==> src/rtl/tr_ctrl_pkg.sv <==
// Shared definitions for the transfer register sequencer: opcodes, FSM states,
// strobe bit positions and opcode decode helpers.
package tr_ctrl_pkg;

  localparam int NUM_PORTS = 2;
  localparam int OP_W      = 4;

  localparam logic [OP_W-1:0] OP_NOP      = 4'd0;
  localparam logic [OP_W-1:0] OP_LD_L     = 4'd1;
  localparam logic [OP_W-1:0] OP_LD_H     = 4'd2;
  localparam logic [OP_W-1:0] OP_LD_W     = 4'd3;
  localparam logic [OP_W-1:0] OP_ST_L     = 4'd4;
  localparam logic [OP_W-1:0] OP_ST_H     = 4'd5;
  localparam logic [OP_W-1:0] OP_ST_W     = 4'd6;
  localparam logic [OP_W-1:0] OP_LD_X     = 4'd7;
  localparam logic [OP_W-1:0] OP_DRV_ADDR = 4'd8;
  localparam logic [OP_W-1:0] OP_DRV_XFER = 4'd9;

  typedef enum logic [1:0] {
    IDLE  = 2'd0,
    BEAT1 = 2'd1,
    BEAT2 = 2'd2,
    TURN  = 2'd3
  } tr_state_e;

  localparam int STB_W      = 7;
  localparam int STB_L_TL   = 0;
  localparam int STB_L_TH   = 1;
  localparam int STB_L_TX   = 2;
  localparam int STB_A_TL   = 3;
  localparam int STB_A_TH   = 4;
  localparam int STB_A_ADDR = 5;
  localparam int STB_A_XFER = 6;

  // Active-high one-hot of the strobe driven in the first beat; zero for NOP/reserved.
  function automatic logic [STB_W-1:0] first_beat_stb(input logic [OP_W-1:0] op);
    logic [STB_W-1:0] s;
    s = '0;
    case (op)
      OP_LD_L, OP_LD_W: s[STB_L_TL]   = 1'b1;
      OP_LD_H:          s[STB_L_TH]   = 1'b1;
      OP_ST_L, OP_ST_W: s[STB_A_TL]   = 1'b1;
      OP_ST_H:          s[STB_A_TH]   = 1'b1;
      OP_LD_X:          s[STB_L_TX]   = 1'b1;
      OP_DRV_ADDR:      s[STB_A_ADDR] = 1'b1;
      OP_DRV_XFER:      s[STB_A_XFER] = 1'b1;
      default:          s = '0;
    endcase
    return s;
  endfunction

  function automatic logic [STB_W-1:0] second_beat_stb(input logic [OP_W-1:0] op);
    logic [STB_W-1:0] s;
    s = '0;
    case (op)
      OP_LD_W: s[STB_L_TH] = 1'b1;
      OP_ST_W: s[STB_A_TH] = 1'b1;
      default: s = '0;
    endcase
    return s;
  endfunction

  function automatic logic is_word(input logic [OP_W-1:0] op);
    return (op == OP_LD_W) || (op == OP_ST_W);
  endfunction

  function automatic logic is_store(input logic [OP_W-1:0] op);
    return (op == OP_ST_L) || (op == OP_ST_H) || (op == OP_ST_W);
  endfunction

endpackage

==> src/rtl/tr_ctrl_arb.sv <==
// Two-port request arbiter. Fixed priority to port 0 by default; define
// TR_CTRL_RR_EN for round-robin with a 1-bit last-grant pointer.
module tr_ctrl_arb
  import tr_ctrl_pkg::*;
(
`ifdef TR_CTRL_RR_EN
  input  logic                 clk,
  input  logic                 rst_n,
`endif
  input  logic [NUM_PORTS-1:0] i_valid,
  input  logic                 i_enable,
  output logic [NUM_PORTS-1:0] o_grant
);

`ifdef TR_CTRL_RR_EN
  // r_ptr names the port that wins the next tie
  logic r_ptr;

  always_comb begin
    o_grant = '0;
    if (i_enable) begin
      if (&i_valid) o_grant = r_ptr ? 2'b10 : 2'b01;
      else          o_grant = i_valid;
    end
  end

  always_ff @(posedge clk or negedge rst_n) begin
    if (!rst_n)        r_ptr <= 1'b0;
    else if (|o_grant) r_ptr <= o_grant[0];
  end
`else
  always_comb begin
    o_grant = '0;
    if (i_enable) begin
      if (i_valid[0])      o_grant = 2'b01;
      else if (i_valid[1]) o_grant = 2'b10;
    end
  end
`endif

endmodule

==> src/rtl/transfer_register_ctrl.sv <==
// Sequencer for the 16-bit transfer register: arbitrates two requesters and
// issues registered active-low strobes. Optional macro: TR_CTRL_RR_EN.
module transfer_register_ctrl
  import tr_ctrl_pkg::*;
#(
  parameter int TURN_CYCLES = 1
) (
  input  logic            clk,
  input  logic            rst_n,
  input  logic            req0_valid,
  input  logic [OP_W-1:0] req0_op,
  input  logic            req1_valid,
  input  logic [OP_W-1:0] req1_op,
  output logic            req0_ready,
  output logic            req1_ready,
  output logic            req0_done,
  output logic            req1_done,
  output logic            busy,
  output logic            l_tl_n,
  output logic            l_th_n,
  output logic            l_tx_n,
  output logic            a_tl_n,
  output logic            a_th_n,
  output logic            a_tx_addr_n,
  output logic            a_tx_xfer_n
);

  localparam logic       TURN_EN   = (TURN_CYCLES > 0);
  localparam logic [1:0] TURN_LOAD = (TURN_CYCLES > 0) ? 2'(TURN_CYCLES - 1) : 2'd0;

  tr_state_e             r_state, w_state_nxt;
  logic [OP_W-1:0]       r_op, w_op_nxt, w_op_sel;
  logic                  r_port, w_port_nxt;
  logic [STB_W-1:0]      r_stb_n, w_stb_n_nxt;
  logic [NUM_PORTS-1:0]  r_done, w_done_nxt;
  logic [1:0]            r_turn_cnt, w_turn_nxt;
  logic                  r_run;
  logic                  w_enable;
  logic                  w_complete;
  logic [NUM_PORTS-1:0]  w_grant;

  // r_run keeps ready low until the first clock edge after reset release
  assign w_enable = (r_state == IDLE) && r_run;
  assign w_op_sel = w_grant[1] ? req1_op : req0_op;

  tr_ctrl_arb u_arb (
`ifdef TR_CTRL_RR_EN
    .clk      (clk),
    .rst_n    (rst_n),
`endif
    .i_valid  ({req1_valid, req0_valid}),
    .i_enable (w_enable),
    .o_grant  (w_grant)
  );

  always_comb begin
    w_state_nxt = r_state;
    w_op_nxt    = r_op;
    w_port_nxt  = r_port;
    w_stb_n_nxt = '1;
    w_done_nxt  = '0;
    w_turn_nxt  = r_turn_cnt;
    w_complete  = 1'b0;
    case (r_state)
      IDLE: begin
        if (|w_grant) begin
          w_port_nxt  = w_grant[1];
          w_op_nxt    = w_op_sel;
          w_stb_n_nxt = ~first_beat_stb(w_op_sel);
          w_state_nxt = BEAT1;
        end
      end
      BEAT1: begin
        if (is_word(r_op)) begin
          w_stb_n_nxt = ~second_beat_stb(r_op);
          w_state_nxt = BEAT2;
        end else begin
          w_complete = 1'b1;
        end
      end
      BEAT2: w_complete = 1'b1;
      TURN: begin
        if (r_turn_cnt == 2'd0) w_state_nxt = IDLE;
        else                    w_turn_nxt  = r_turn_cnt - 2'd1;
      end
      default: w_state_nxt = IDLE;
    endcase
    // Stores leave MainBus driven, so they pay the turnaround before the next grant
    if (w_complete) begin
      w_done_nxt[r_port] = 1'b1;
      if (TURN_EN && is_store(r_op)) begin
        w_state_nxt = TURN;
        w_turn_nxt  = TURN_LOAD;
      end else begin
        w_state_nxt = IDLE;
      end
    end
  end

  always_ff @(posedge clk or negedge rst_n) begin
    if (!rst_n) begin
      r_state    <= IDLE;
      r_op       <= OP_NOP;
      r_port     <= 1'b0;
      r_stb_n    <= '1;
      r_done     <= '0;
      r_turn_cnt <= '0;
      r_run      <= 1'b0;
    end else begin
      r_state    <= w_state_nxt;
      r_op       <= w_op_nxt;
      r_port     <= w_port_nxt;
      r_stb_n    <= w_stb_n_nxt;
      r_done     <= w_done_nxt;
      r_turn_cnt <= w_turn_nxt;
      r_run      <= 1'b1;
    end
  end

  assign req0_ready  = w_grant[0];
  assign req1_ready  = w_grant[1];
  assign req0_done   = r_done[0];
  assign req1_done   = r_done[1];
  assign busy        = (r_state != IDLE);
  assign l_tl_n      = r_stb_n[STB_L_TL];
  assign l_th_n      = r_stb_n[STB_L_TH];
  assign l_tx_n      = r_stb_n[STB_L_TX];
  assign a_tl_n      = r_stb_n[STB_A_TL];
  assign a_th_n      = r_stb_n[STB_A_TH];
  assign a_tx_addr_n = r_stb_n[STB_A_ADDR];
  assign a_tx_xfer_n = r_stb_n[STB_A_XFER];

endmodule

==> config.mk <==
export PLATFORM = sky130hd
export DESIGN_NAME = transfer_register_ctrl
export DESIGN_NICKNAME = d
export VERILOG_FILES = /design/src/rtl/tr_ctrl_pkg.sv /design/src/rtl/tr_ctrl_arb.sv /design/src/rtl/transfer_register_ctrl.sv
export SDC_FILE = /design/constraint.sdc
export NUM_CORES = 1
export LEC_CHECK = 0
export CAP_MARGIN = 40
export CORE_AREA = 2 2 66 68
export CTS_CLUSTER_SIZE = 28
export DETAILED_ROUTE_END_ITERATION = 8
export DIE_AREA = 0 0 68 70
export GPL_TIMING_DRIVEN = 0
export PLACE_DENSITY_LB_ADDON = 0.1
export SYNTH_ARGS = -nofsm -noshare
export SYNTH_HDL_FRONTEND = slang
export SYNTH_SLANG_ARGS = --single-unit
==> constraint.sdc <==
create_clock -name clk -period 2.1 [get_ports clk]
set_input_delay 0.21 -clock clk [delete_from_list [all_inputs] [get_ports clk]]
set_output_delay 0.21 -clock clk [all_outputs]
set_load 0.01 [all_outputs]
Yosys cells after proc, flatten, opt, wreduce, memory -nomap -nowiden
Index checks and enable logic that the tools add are counted.
{"block": "totals", "wordCells": 98, "inputBits": 12, "ff_bits": 19, "out_inout_bits": 12}
{"block": "classes", "reduce_logical": 14, "order_cmp": 2, "add_sub_neg": 1, "muxes": 53, "n_eq_ne": 19, "n_bitwise": 2}
{"op": "$mux W1", "n": 31}
{"op": "$mux W2", "n": 15}
{"op": "$eq A4 B3 Y1 const B", "n": 7}
{"op": "$mux W7", "n": 2}
{"op": "$not A7 Y7", "n": 2}
{"op": "$pmux W7 S2", "n": 1}
{"op": "$eq A4 B2 Y1 const B", "n": 3}
{"op": "$eq A4 B4 Y1 const B", "n": 2}
{"op": "$ne A3 B3 Y1 const B", "n": 2}
{"op": "$pmux W2 S3", "n": 1}
{"op": "$reduce_or A2 Y1", "n": 3}
{"op": "$eq A2 B2 Y1 const B", "n": 2}
{"op": "$eq A4 B1 Y1 const B", "n": 1}
{"op": "$logic_not A2 Y1", "n": 2}
{"op": "$mux W4", "n": 1}
{"op": "$reduce_and A4 Y1", "n": 1}
{"op": "$reduce_bool A4 Y1", "n": 1}
{"op": "$logic_or A1 B1 Y1", "n": 3}
{"op": "$ne A3 B2 Y1 const B", "n": 1}
{"op": "$eq A2 B1 Y1 const B", "n": 1}
{"op": "$logic_and A1 B1 Y1", "n": 2}
{"op": "$lt A1 B2 Y1 const B", "n": 1}
{"op": "$pmux W1 S2", "n": 1}
{"op": "$reduce_and A2 Y1", "n": 1}
{"op": "other kinds (4)", "n": 4}

Depth between registers and ports, before layout
{"block": "logic_depth", "depth_word": 12, "depth_mapped": 8, "mapped_depth_nobuf": 7}

Modules after synthesis
From an unflattened synthesis, not the netlist that was laid out.
{"block": "unflattened", "hier_cells": 104, "hier_area_um2": 1047.3}
{"module": "transfer_register_ctrl", "instances": 1, "cells_per_inst": 102, "area_each_um2": 1031.0, "seq_area_each_um2": 484.2}
{"module": "tr_ctrl_arb", "instances": 1, "cells_per_inst": 2, "area_each_um2": 16.3, "seq_area_each_um2": 0.0}

Worst setup path after synthesis
No wires, ideal clock.
{"block": "synth_path", "path_type": "reg-to-reg", "start": "reg r_state[0]", "end": "reg r_stb_n[0]", "required_ps": 2006, "setup_ps": 94, "period_less_slack_ps": 1786, "slack_ps": 314, "n_path_buf": 1, "stages_incl_launch_ff": 7, "arrival_ps": 1692, "cell_sequence": "dfrtp_1 > inv_1 > ha_1 > buf_4 > nand4b_4 > mux2_4 > or4_1"}
{"block": "synth_between", "elab_chain_cells": 12, "word_cells_on_any_way": 15, "classes_between": "3 x eq/ne; 7 x mux; 1 x bitwise; 4 x reduce/logical"}
{"element": "from (decl)", "line": "transfer_register_ctrl.sv:31", "source": "tr_state_e r_state, w_state_nxt;"}
{"element": "from (signal assigned)", "line": "transfer_register_ctrl.sv:110", "source": "r_state <= w_state_nxt;"}
{"element": "$logic_not A2 Y1", "line": "transfer_register_ctrl.sv:43, transfer_register_ctrl.sv:64"}
{"element": "$logic_and A1 B1 Y1", "line": "transfer_register_ctrl.sv:43", "source": "assign w_enable = (r_state == IDLE) && r_run;"}
{"element": "$mux W2", "line": "tr_ctrl_arb.sv:34", "source": "if (i_enable) begin"}
{"element": "$mux W4", "line": "transfer_register_ctrl.sv:44", "source": "assign w_op_sel = w_grant[1] ? req1_op : req0_op;"}
{"element": "$eq A4 B1 Y1 / $eq A4 B2 Y1 (equally long branches)", "line": "tr_ctrl_pkg.sv:39", "source": "case (op)"}
{"element": "$reduce_or A2 Y1", "line": "tr_ctrl_pkg.sv:39"}
{"element": "$mux W1", "line": "tr_ctrl_pkg.sv:39"}
{"element": "$mux W1", "line": "transfer_register_ctrl.sv:66", "source": "if (|w_grant) begin"}
{"element": "$mux W1", "line": "transfer_register_ctrl.sv:64", "source": "case (r_state)"}
{"element": "$not A7 Y7", "line": "transfer_register_ctrl.sv:69", "source": "w_stb_n_nxt = ~first_beat_stb(w_op_sel);"}
{"element": "$mux W7", "line": "transfer_register_ctrl.sv:66"}
{"element": "$pmux W7 S2 (*)", "line": "transfer_register_ctrl.sv:64"}
{"element": "via w_stb_n_nxt[0]", "line": "transfer_register_ctrl.sv:34", "source": "logic [STB_W-1:0] r_stb_n, w_stb_n_nxt;"}
{"element": "to (signal assigned)", "line": "transfer_register_ctrl.sv:113", "source": "r_stb_n <= w_stb_n_nxt;"}
{"element": "to (decl)", "line": "transfer_register_ctrl.sv:34"}
The timed path passes the listed nets; every way through them passes the cells marked *. The select of a mux whose other input is x is not followed.
A chain may end at the register's enable or synchronous reset.

Final worst setup path
{"block": "layout_path", "start": "reg r_state[1]", "end": "out req0_ready"}
{"block": "layout_between", "elab_chain_cells": 3}
{"element": "$logic_not A2 Y1", "line": "transfer_register_ctrl.sv:43"}
{"element": "$logic_and A1 B1 Y1", "line": "transfer_register_ctrl.sv:43"}
{"element": "$mux W2", "line": "tr_ctrl_arb.sv:34"}
{"element": "to (decl)", "line": "transfer_register_ctrl.sv:14", "source": "output logic req0_ready,"}
No other way between the ends.

==> key figures <==
Outcome
  • Run status: complete, no violations

Global route
  • Total global routing track utilization: 9.33%
  • Largest net degree at the start of global routing: 12
  • Global-route wire length before repair: 3.37 mm
  • Overflow left after global routing: 0
  • Vias in the first global route: 757
  • Antenna violations before repair: 0

STA
  • Highest clock rate: 507 MHz
  • Number of hold-slack violations in the final timing report: 0
  • Tmin final: 1.97 ns
  • Final setup margin: 0.126 ns
  • Unrepaired setup endpoints after global routing: no
  • Slew @ Worst Pin: 0.736 ns
  • Setup-failing EPs final: 0
  • Final count of pins violating max slew: 0
  • Final setup skew: 0.00140 ns
  • Final worst-path cycle share: 94.0%
  • Slew Limit Headroom: 50.7%

Cells and area
  • Diodes inserted: 0
  • Utilization after layout: 34.1%
  • Layout overhead on the synthesized area: 40.8%
  • Number of nets in the layout: 142
  • Area of the multi-input gates: 508 um^2
  • Area of all sequential standard cells: 484 um^2
  • Fillcell total: 438
  • Ratio of cells with drive above 1 in the final layout: 20.8%

Floorplanning
  • Number of cell rows: 24
  • DIE WIDTH: 68 um
  • Core outline area: 0.00414 mm^2
  • Die outline area: 0.00476 mm^2
  • Die H: 70 um
  • I/O pin count: 24
  • Initial standard-cell utilization of the core: 24.2%

Drt
  • WL/cell: 11.3 um
  • DR DRC count: 0
  • DRC violation total after the first TritonRoute iteration: 9
  • Drt via density: 4.33
  • Antenna-violating nets left: 0
  • Final wirelength: 2.00 mm
  • Number of detailed-route iterations in the first pass: 2
  • Number of vias after detailed routing: 767

Synth
  • Synthesized netlist cell count: 95
  • EDFF count, synth: 0
  • Post-synthesis net count: 111
  • Largest area contributor in the netlist: dfrtp_1
  • Distinct cell type count of the synthesized netlist: 36
  • Ranking of synthesized cells by area: dfrtp_1, dfstp_2, ha_1, mux2i_1, inv_1
  • Most repeated cell in the gate-level netlist after synthesis: dfrtp_1
  • Sequential area share after synthesis: 48.3%
  • Total standard cell area after synthesis: 0.00100 mm^2
  • Synth top area share: 30.0%
  • List of most frequent post-synthesis cells: dfrtp_1, inv_1, nand2_1, nor2_1, dfstp_2
  • Synthesized area divided by synthesized cell count: 10.5 um^2
  • Number of synthesized register bits: 19
  • Async SR Flop Fraction: 100%
  • Yosys warning count: 0
  • Top_reg_cell synth: dfrtp_1

Clocking
  • Cell at the root of the clock tree: clkbuf_8
  • CTS sink count: 19
  • Deepest level of the CTS H-tree: 1
  • Maximum buffer depth of the clock tree: 2
  • Source-to-sink clock delay at the later pin of the worst-skew pair: 0.25 ns
  • Clock buffer count from CTS: 3
  • CTS tree: built
  • Clock-pin slew on the worst setup and hold paths: 0.07 ns

Critical path
  • Largest fanout of any net on the critical path: 9
  • Start-to-end type of the worst setup path: flop to primary output
  • Category of the worst setup path capture point: primary output
  • Worst path cell trace: inv_2 > ha_1 > buf_6 > and3_2 > clkdlybuf4s50_1
  • Cell with the largest stage delay on the worst path: clkdlybuf4s50_1
  • Delay of the slowest critical-path stage: 0.53 ns
  • CP startpoint kind: flop
  • Arrival time worst endpoint: 1.76 ns
  • Data required time at the worst endpoint: 1.89 ns

Power and ir drop
  • Comb pwr share: 46.4%
  • P_leak: 0.596 nW
  • Share of total power in sequential cells: 36.9%
  • Psw: 0.000562 W
  • Sw Share: 37.7%
  • Overall power: 0.00149 W
  • Clock power frac: 16.7%
  • Power density over the cells: 1060 mW/mm^2
  • Internal Pwr Total: 0.000928 W
  • Max rail drop VDD: 374 uV

Placement
  • Input/output buffers: 23
  • RePlAce Congestion: 0.676
  • Worst slack, placed: -0.0404 ns
  • Sum of net half-perimeters after detailed placement: 1.63 mm

Worst hold path
  • Worst hold path type: input pin to async pin

Run
  • Count of max-cap constraint violations: 0
placed cells by master (no fill, tap or decap), drive strengths merged, types with 5 or more instances in the layout:
master	instances
dfrtp	12
o21ai	5
nor2	9
mux2i	5
nand2	9
clkdlybuf4s50	22
buf	5
inv	9
dfstp	7
worst paths after layout:
| path | start | end | slack [ns] | cells past startpoint |
|---|---|---|---|---|
| setup / recovery | r_state[1] | req0_ready | 0.13 | 5 |
| setup reg to reg | r_state[1] | r_stb_n[1] | 0.13 | 7 |
| hold reg to reg | r_port | r_done[0] | 0.42 | 1 |
| min in group clk | r_port | r_done[0] | 0.42 | 1 |
| max in group asynchronous | rst_n | r_stb_n[6] | 1.32 | 2 |
| hold / removal | rst_n | r_done[0] | 0.27 | 1 |
registers in the layout, summed over array words and instances (netlist names):
register and count:
r_stb_n 7, r_state 2, r_op 4, r_port 1, r_done 2, r_turn_cnt 2
r_run 1
through the flow:
| step | cell area (um^2) | TNS, ns | std cells | hold slack (ns) |
|---|---|---|---|---|
| 2_1_floorplan | 1000 | 0 | 95 | -0.0856 |
| 4_1_cts | 1370 | 0 | 176 | 0.285 |
| 3_3_place_gp | 1300 | 0 | 170 | 0.409 |
| 6_report | 1410 | 0 | 177 | 0.269 |
| 3_5_place_dp | 1310 | -0.0934 | 171 | 0.412 |
| 5_1_grt | 1410 | 0 | 177 | 0.300 |
worst max-delay path, delay by kind of cell, from the launching register on:
kind | cells | cell delay [ns]
AND/OR/NAND/NOR | 1 | 0.19
buffers and inverters | 3 | 0.75
flip-flops | 1 | 0.41
adder cells (fa/ha/maj) | 1 | 0.15
what timing repair did:
item                                    4_1_cts  5_1_grt
buffers inserted                              1        1
gates resized for setup                       3        6
endpoints found under the setup margin        4        6
cloned                                        0        0
pin swaps                                     0        2
hold buffers                                  0        0
cell families (layout without fill, tap and decap cells):
group | count (synthesis) | after routing | share of synthesized area (%)
flip-flops | 19 | 19 | 48.3
multiplexers | 7 | 7 | 7.99
buffers and inverters | 11 | 41 | 4.62
AO/OA/AOI/OAI | 19 | 19 | 14.5
AND/OR/NAND/NOR | 33 | 33 | 18.4
other | 1 | 1 | 0.374
adder cells (fa/ha/maj) | 4 | 4 | 4.99
XOR/XNOR | 1 | 1 | 0.874
layer usage:
layer  GRT usage, %  vias up  share of wire [%]
met5              0        -                  0
met4           4.67        0                1.5
met3           2.42        4                6.3
met2           14.8       19                 46
met1           11.5      354                 46
li1               -      390                  -
power by group through the flow:
stage	Clock, W	Sequential (W)	Combinational (W)
2_1_floorplan	0	0.000555	0.000441
3_3_place_gp	0	0.000549	0.000654
3_5_place_dp	0	0.000554	0.000668
4_1_cts	0.000258	0.000548	0.000676
5_1_grt	0.000277	0.000561	0.000775
6_report	0.000248	0.000550	0.000692
final cells by class:
type / count / area share, %
buffer: 2 / 1.15
clock buffer: 4 / 3.19
inverter: 9 / 2.39
multi-input combinational: 65 / 36.0
sequential: 19 / 34.3
tap: 52 / 4.61
timing repair buffer: 26 / 18.4
(Power assumes the default switching activity.)
